### config.mk
export PLATFORM = sky130hd
export DESIGN_NAME = sw_alloc_3port
export DESIGN_NICKNAME = d
export VERILOG_FILES = /design/src/rtl/sw_alloc_3port.sv
export SDC_FILE = /design/constraint.sdc
export NUM_CORES = 1
export LEC_CHECK = 0
export CORE_UTILIZATION = 50
export DETAILED_ROUTE_END_ITERATION = 10
export HOLD_SLACK_MARGIN = 0.06
export PLACE_DENSITY = 0.78
export SYNTH_ARGS = -nofsm -noshare
export SYNTH_HDL_FRONTEND = slang
export SYNTH_SLANG_ARGS = --single-unit
### constraint.sdc
create_clock -name clk -period 2.8 [get_ports clk]
set_input_delay 0.28 -clock clk [delete_from_list [all_inputs] [get_ports clk]]
set_output_delay 0.28 -clock clk [all_outputs]
set_load 0.05 [all_outputs]
### src/rtl/sw_alloc_3port.sv
// Packet-level round-robin switch allocator for a 3-input / 3-output router.
// Each output is owned by one input from its head flit until its tail flit transfers.
module sw_alloc_3port #(
    parameter int unsigned PTR_INIT = 0
) (
    input  logic       clk,
    input  logic       rst_n,
    input  logic       en,
    input  logic [2:0] in_valid,
    input  logic [8:0] in_port,
    input  logic [2:0] in_tail,
    input  logic [2:0] out_ready,
    output logic [2:0] in_ready,
    output logic [2:0] out_valid,
    output logic [5:0] out_sel,
    output logic [8:0] grant,
    output logic       bad_req
);

    localparam logic [1:0] PTR_RST  = 2'(PTR_INIT);
    localparam logic [1:0] SEL_NONE = 2'b11;

    typedef enum logic {
        ST_IDLE = 1'b0,
        ST_BUSY = 1'b1
    } state_e;

    state_e     state_q [3];
    state_e     state_d [3];
    logic [1:0] ptr_q   [3];
    logic [1:0] ptr_d   [3];
    logic [8:0] grant_q;
    logic [8:0] grant_d;
    logic [5:0] out_sel_q;
    logic [5:0] out_sel_d;
    logic       bad_req_q;
    logic       bad_req_d;

    logic [2:0] locked_s;
    logic [2:0] illegal_s;
    logic [2:0] req_s       [3];
    logic [2:0] pick_s      [3];
    logic [2:0] tail_xfer_s;

    function automatic logic [1:0] mod3_add(input logic [1:0] a, input logic [1:0] b);
        logic [2:0] sum;
        sum = {1'b0, a} + {1'b0, b};
        if (sum >= 3'd3) begin
            sum = sum - 3'd3;
        end else begin
            sum = sum;
        end
        return sum[1:0];
    endfunction

    function automatic logic is_onehot3(input logic [2:0] code);
        return (code == 3'b001) || (code == 3'b010) || (code == 3'b100);
    endfunction

    // {found, index} of the first requester at or after ptr, wrapping mod 3
    function automatic logic [2:0] rr_pick(input logic [2:0] req, input logic [1:0] ptr);
        logic [2:0] res;
        logic [1:0] cand;
        res = 3'b000;
        for (int k = 2; k >= 0; k--) begin
            cand = mod3_add(ptr, 2'(k));
            if (req[cand]) begin
                res = {1'b1, cand};
            end else begin
                res = res;
            end
        end
        return res;
    endfunction

    // Request qualification: lock state, legal codes, idle outputs, owner tail transfers
    always_comb begin
        locked_s    = 3'b000;
        illegal_s   = 3'b000;
        tail_xfer_s = 3'b000;
        for (int i = 0; i < 3; i++) begin
            locked_s[i]  = grant_q[i] | grant_q[3 + i] | grant_q[6 + i];
            illegal_s[i] = in_valid[i] & ~locked_s[i] & (in_port[3*i +: 3] != 3'b000)
                         & ~is_onehot3(in_port[3*i +: 3]);
        end
        for (int o = 0; o < 3; o++) begin
            req_s[o] = 3'b000;
            for (int i = 0; i < 3; i++) begin
                req_s[o][i] = in_valid[i] & ~locked_s[i] & (state_q[o] == ST_IDLE)
                            & (in_port[3*i +: 3] == (3'b001 << o));
                tail_xfer_s[o] = tail_xfer_s[o]
                               | (grant_q[3*o + i] & in_valid[i] & out_ready[o] & in_tail[i]);
            end
            pick_s[o] = rr_pick(req_s[o], ptr_q[o]);
        end
    end

    // Next-state: per-output IDLE/BUSY transitions, grant/select/pointer updates
    always_comb begin
        grant_d   = grant_q;
        out_sel_d = out_sel_q;
        bad_req_d = bad_req_q | (|illegal_s);
        for (int o = 0; o < 3; o++) begin
            state_d[o] = state_q[o];
            ptr_d[o]   = ptr_q[o];
            case (state_q[o])
                ST_IDLE: begin
                    if (en && pick_s[o][2]) begin
                        state_d[o]                      = ST_BUSY;
                        grant_d[3*o + int'(pick_s[o][1:0])] = 1'b1;
                        out_sel_d[2*o +: 2]             = pick_s[o][1:0];
                    end else begin
                        state_d[o] = ST_IDLE;
                    end
                end
                ST_BUSY: begin
                    if (tail_xfer_s[o]) begin
                        state_d[o]          = ST_IDLE;
                        grant_d[3*o +: 3]   = 3'b000;
                        out_sel_d[2*o +: 2] = SEL_NONE;
                        ptr_d[o]            = mod3_add(out_sel_q[2*o +: 2], 2'd1);
                    end else begin
                        state_d[o] = ST_BUSY;
                    end
                end
                default: begin
                    state_d[o]          = ST_IDLE;
                    grant_d[3*o +: 3]   = 3'b000;
                    out_sel_d[2*o +: 2] = SEL_NONE;
                end
            endcase
        end
    end

    // State register
    always_ff @(posedge clk or negedge rst_n) begin
        if (!rst_n) begin
            grant_q   <= 9'b0_0000_0000;
            out_sel_q <= 6'b11_1111;
            bad_req_q <= 1'b0;
            for (int o = 0; o < 3; o++) begin
                state_q[o] <= ST_IDLE;
                ptr_q[o]   <= PTR_RST;
            end
        end else begin
            grant_q   <= grant_d;
            out_sel_q <= out_sel_d;
            bad_req_q <= bad_req_d;
            for (int o = 0; o < 3; o++) begin
                state_q[o] <= state_d[o];
                ptr_q[o]   <= ptr_d[o];
            end
        end
    end

    // Flit handshakes follow the current grants combinationally
    always_comb begin
        in_ready  = 3'b000;
        out_valid = 3'b000;
        for (int o = 0; o < 3; o++) begin
            for (int i = 0; i < 3; i++) begin
                in_ready[i]  = in_ready[i]  | (grant_q[3*o + i] & out_ready[o]);
                out_valid[o] = out_valid[o] | (grant_q[3*o + i] & in_valid[i]);
            end
        end
    end

    assign grant   = grant_q;
    assign out_sel = out_sel_q;
    assign bad_req = bad_req_q;

endmodule

==> metrics.txt <==
# TYPE chip_impl_metric gauge
chip_impl_metric{name="dieArea",unit="um2"} 3842
chip_impl_metric{name="die_height",unit="um"} 61.99
chip_impl_metric{name="clock_path_buffers",unit=""} 2
chip_impl_metric{name="clk-insertion-delay-late",unit="ps"} 330
chip_impl_metric{name="cts_sinks",unit=""} 25
chip_impl_metric{name="route.vias.total",unit=""} 1747
chip_impl_metric{name="cts_setup_buffers",unit=""} 0
chip_impl_metric{name="final_max_slew_viol_count",unit=""} 0
chip_impl_metric{name="synth-edff-count",unit=""} 0
chip_impl_metric{name="cts-htree-levels",unit=""} 1
chip_impl_metric{name="diodes",unit=""} 0
chip_impl_metric{name="sequentialPowerShare",unit="%"} 28.2
chip_impl_metric{name="ys_async_sr_fraction",unit="%"} 100.0
chip_impl_metric{name="worst_clock_skew",unit="ps"} 4.915
chip_impl_metric{name="fmax",unit="GHz"} 0.3889
chip_impl_metric{name="power-per-cell-area",unit="nW/um2"} 1062
chip_impl_metric{name="synth-seq-area-share",unit="%"} 35.19
chip_impl_metric{name="setup_viol_count_final",unit=""} 0
chip_impl_info{name="grt_setup_unrepaired",value="false"} 1
chip_impl_metric{name="dieWidth",unit="um"} 61.99
chip_impl_metric{name="sw_frac_of_total",unit="%"} 50.75
chip_impl_info{name="synthFlopType",value="sky130_fd_sc_hd__dfrtp_1"} 1
chip_impl_metric{name="route.detailed.wl_per_inst",unit="um"} 15.20
chip_impl_metric{name="cts_repair_resize_count",unit=""} 0
chip_impl_metric{name="grt_antenna_before_repair",unit=""} 0
chip_impl_metric{name="report.final.hold_viol_count",unit=""} 0
chip_impl_metric{name="vias_in_the_first_global_route",unit=""} 1571
chip_impl_info{name="run_status",value="completed"} 1
chip_impl_metric{name="p_int",unit="W"} 0.001234
chip_impl_metric{name="min_period_over_period",unit="%"} 91.83
chip_impl_metric{name="sum_of_overflow_across_all_layers_after_global_routing",unit=""} 0
chip_impl_metric{name="overall_routed_net_length",unit="um"} 4576
chip_impl_metric{name="initial_utilization",unit="%"} 53.08
chip_impl_info{name="layout_common_cells",value="sky130_fd_sc_hd__clkdlybuf4s50_1 (42), sky130_fd_sc_hd__inv_1 (29), sky130_fd_sc_hd__dfrtp_1 (19)"} 1
chip_impl_metric{name="area.growth.synth_to_final",unit="%"} 31.15
chip_impl_metric{name="timing.max_slew.rel_slack",unit="%"} 50.12
chip_impl_metric{name="dp.cells",unit=""} 297
chip_impl_metric{name="maximum_number_of_pins_on_one_net_before_global_route_repair",unit=""} 26
chip_impl_metric{name="fillers",unit=""} 295
chip_impl_info{name="crit_path_end_kind",value="flop"} 1
chip_impl_metric{name="synthDominantCellAreaShare",unit="%"} 26.43
chip_impl_metric{name="globalRouteTotalUtil",unit="%"} 25.17
chip_impl_info{name="tritoncts",value="done"} 1
chip_impl_metric{name="fraction_of_layout_cells_with_a_size_suffix_above_1",unit="%"} 12.55
chip_impl_info{name="yosys.area.top_type",value="sky130_fd_sc_hd__dfrtp_1"} 1
chip_impl_metric{name="grt_first_pass_wirelength",unit="um"} 7162
chip_impl_metric{name="tritoncts.num_buffers",unit=""} 3
chip_impl_metric{name="tns",unit="ps"} 0
chip_impl_metric{name="post_synthesis_mean_instance_area",unit="um2"} 8.907
chip_impl_metric{name="core_region_area",unit="um2"} 3390
chip_impl_metric{name="placement.io_buffers",unit=""} 42
chip_impl_metric{name="distinct_cell_type_count_of_the_synthesized_netlist",unit=""} 50
chip_impl_metric{name="detail_route.vias_per_cell",unit=""} 5.804
chip_impl_metric{name="share_clk_of_total_power",unit="%"} 6.8
chip_impl_metric{name="crit_required",unit="ps"} 3060
chip_impl_metric{name="number_of_cell_rows",unit=""} 21
chip_impl_metric{name="synth_seq_cells",unit=""} 25
chip_impl_metric{name="final_routed_drc_violation_total",unit=""} 0
chip_impl_metric{name="clock_pin_slew_of_the_registers_on_the_worst_case_setup_and_hold_paths",unit="ps"} 140
chip_impl_metric{name="max-cap-violations",unit=""} 0
chip_impl_metric{name="postSynthNetCount",unit=""} 233
chip_impl_metric{name="layout.cells.non_filler",unit=""} 301
chip_impl_metric{name="drt_pre_antenna_iters",unit=""} 5
chip_impl_metric{name="timing.final.crit_period",unit="ps"} 2571
chip_impl_info{name="critical_path_class",value="flop to flop"} 1
chip_impl_metric{name="detail_route.iter0.violations",unit=""} 122
chip_impl_metric{name="globalplace.congestion",unit=""} 0.8805
chip_impl_metric{name="post_syn_area",unit="um2"} 1799
chip_impl_metric{name="postSynthCellCount",unit=""} 202
chip_impl_metric{name="worst_pin_slew",unit="ps"} 744.8
chip_impl_info{name="most_common_cell_after_layout_fill_and_taps_aside",value="sky130_fd_sc_hd__clkdlybuf4s50_1"} 1
chip_impl_metric{name="power.switching",unit="W"} 0.001271
chip_impl_metric{name="worst_ep_arrival_time",unit="ps"} 2830
chip_impl_metric{name="floorplan.io_pins",unit=""} 43
chip_impl_metric{name="ys.warnings.count",unit=""} 0
chip_impl_info{name="clockRootBuffer",value="sky130_fd_sc_hd__clkbuf_4"} 1
chip_impl_metric{name="postRouteAntennaNets",unit=""} 0
chip_impl_metric{name="combPwrFrac",unit="%"} 65.0
chip_impl_metric{name="post_layout_net_count",unit=""} 287
chip_impl_info{name="timing.hold.worst.class",value="input pin to asynchronous set/reset pin"} 1
chip_impl_metric{name="postCtsHoldBufs",unit=""} 0
chip_impl_metric{name="worst_case_vdd_ir_drop",unit="mV"} 0.7797
chip_impl_metric{name="power_leakage",unit="nW"} 1.041
chip_impl_metric{name="crit_path_max_fanout",unit=""} 6
chip_impl_info{name="post_synth_main_area_contributors",value="sky130_fd_sc_hd__dfrtp_1 (26%), sky130_fd_sc_hd__dfstp_2 (8.8%), sky130_fd_sc_hd__ha_1 (7.0%), sky130_fd_sc_hd__inv_1 (6.1%), sky130_fd_sc_hd__nand3_1 (4.5%)"} 1
chip_impl_info{name="setup.worst_path.start_class",value="flop"} 1
chip_impl_metric{name="dp_hpwl",unit="um"} 3517
[registers in the layout, summed over array words and instances, names as in the netlist]
register	flops
bad_req	1
grant	9
out_sel	6
ptr_q	6
state_q	3
[area by class of cell]
type | count | area [um2] | area share [%]
Multi-Input combinational cell | 144 | 1031 | 43.69
Sequential cell | 25 | 633.1 | 26.83
Tap cell | 46 | 57.56 | 2.439
Inverter | 29 | 108.9 | 4.613
Timing Repair Buffer | 53 | 503.0 | 21.31
Clock buffer | 4 | 26.28 | 1.113
[worst paths after layout]
| path | start | end | slack, ps | depth (start not counted) |
|---|---|---|---|---|
| worst max-delay path | grant[2] | grant[6] | 230 | 6 |
| worst min-delay path | rst_n | grant[2] | 300 | 2 |
| worst max register to register | grant[2] | grant[6] | 230 | 6 |
| worst min register to register | bad_req | bad_req | 510 | 2 |
| max in group asynchronous | rst_n | out_sel[3] | 2200 | 2 |
| min in group clk | bad_req | bad_req | 510 | 2 |
[power by group through the flow]
stage / clock [W] / combinational (W) / sequential [W]
CTS: 0.000169 / 0.00163 / 0.000705
detailed placement: 0 / 0.00162 / 0.000713
floorplan: 0 / 0.000814 / 0.00101
global route: 0.000185 / 0.00175 / 0.000731
global placement: 0 / 0.00160 / 0.000709
finish: 0.000170 / 0.00163 / 0.000706
[critical path: stages (launching register included)]
cell	delay (ps)
sky130_fd_sc_hd__dfrtp_1	470
sky130_fd_sc_hd__or4b_4	550
sky130_fd_sc_hd__or4_1	570
sky130_fd_sc_hd__nand2_1	160
sky130_fd_sc_hd__o31ai_1	90
sky130_fd_sc_hd__a221o_2	460
sky130_fd_sc_hd__o221ai_1	200
[metrics by stage]
step	utilization [%]	power (W)	setup slack [ps]	instance area [um2]	hold WS (ps)
floorplan	-	0.001820	82.93	1799	-15.59
global placement	68.84	0.002313	23.33	2333	473.8
detailed placement	68.84	0.002334	-0.9031	2333	475.4
CTS	69.62	0.002504	234.4	2360	336.6
global route	69.62	0.002670	75.50	2360	357.8
finish	69.62	0.002505	228.8	2360	302.2
[Yosys cell counts, types with 6 or more instances]
cell type	count
sky130_fd_sc_hd__a21oi_1	10
sky130_fd_sc_hd__nand3_1	16
sky130_fd_sc_hd__a31oi_1	6
sky130_fd_sc_hd__inv_1	29
sky130_fd_sc_hd__ha_1	10
sky130_fd_sc_hd__mux2i_1	6
sky130_fd_sc_hd__dfstp_2	6
sky130_fd_sc_hd__nor2_1	11
sky130_fd_sc_hd__a222oi_1	6
sky130_fd_sc_hd__o22ai_1	6
sky130_fd_sc_hd__dfrtp_1	19
sky130_fd_sc_hd__nand2_1	14
sky130_fd_sc_hd__o21ai_0	9
[cells by family after synthesis]
kind of cell | share of synthesized area, %
buf+inv | 7.510
compound gates | 23.02
mux | 4.590
flops | 35.19
simple gates | 19.89
fa+ha+maj | 9.805
[layer usage]
layer	vias up	GRT usage, %	part of all wire (%)
met3	4	3.313	6.1
met5	-	0	0
met2	56	42.55	49
met4	0	5.397	0.70
li1	867	-	-
met1	820	34.37	45
Power figures use the tool's default switching activity.
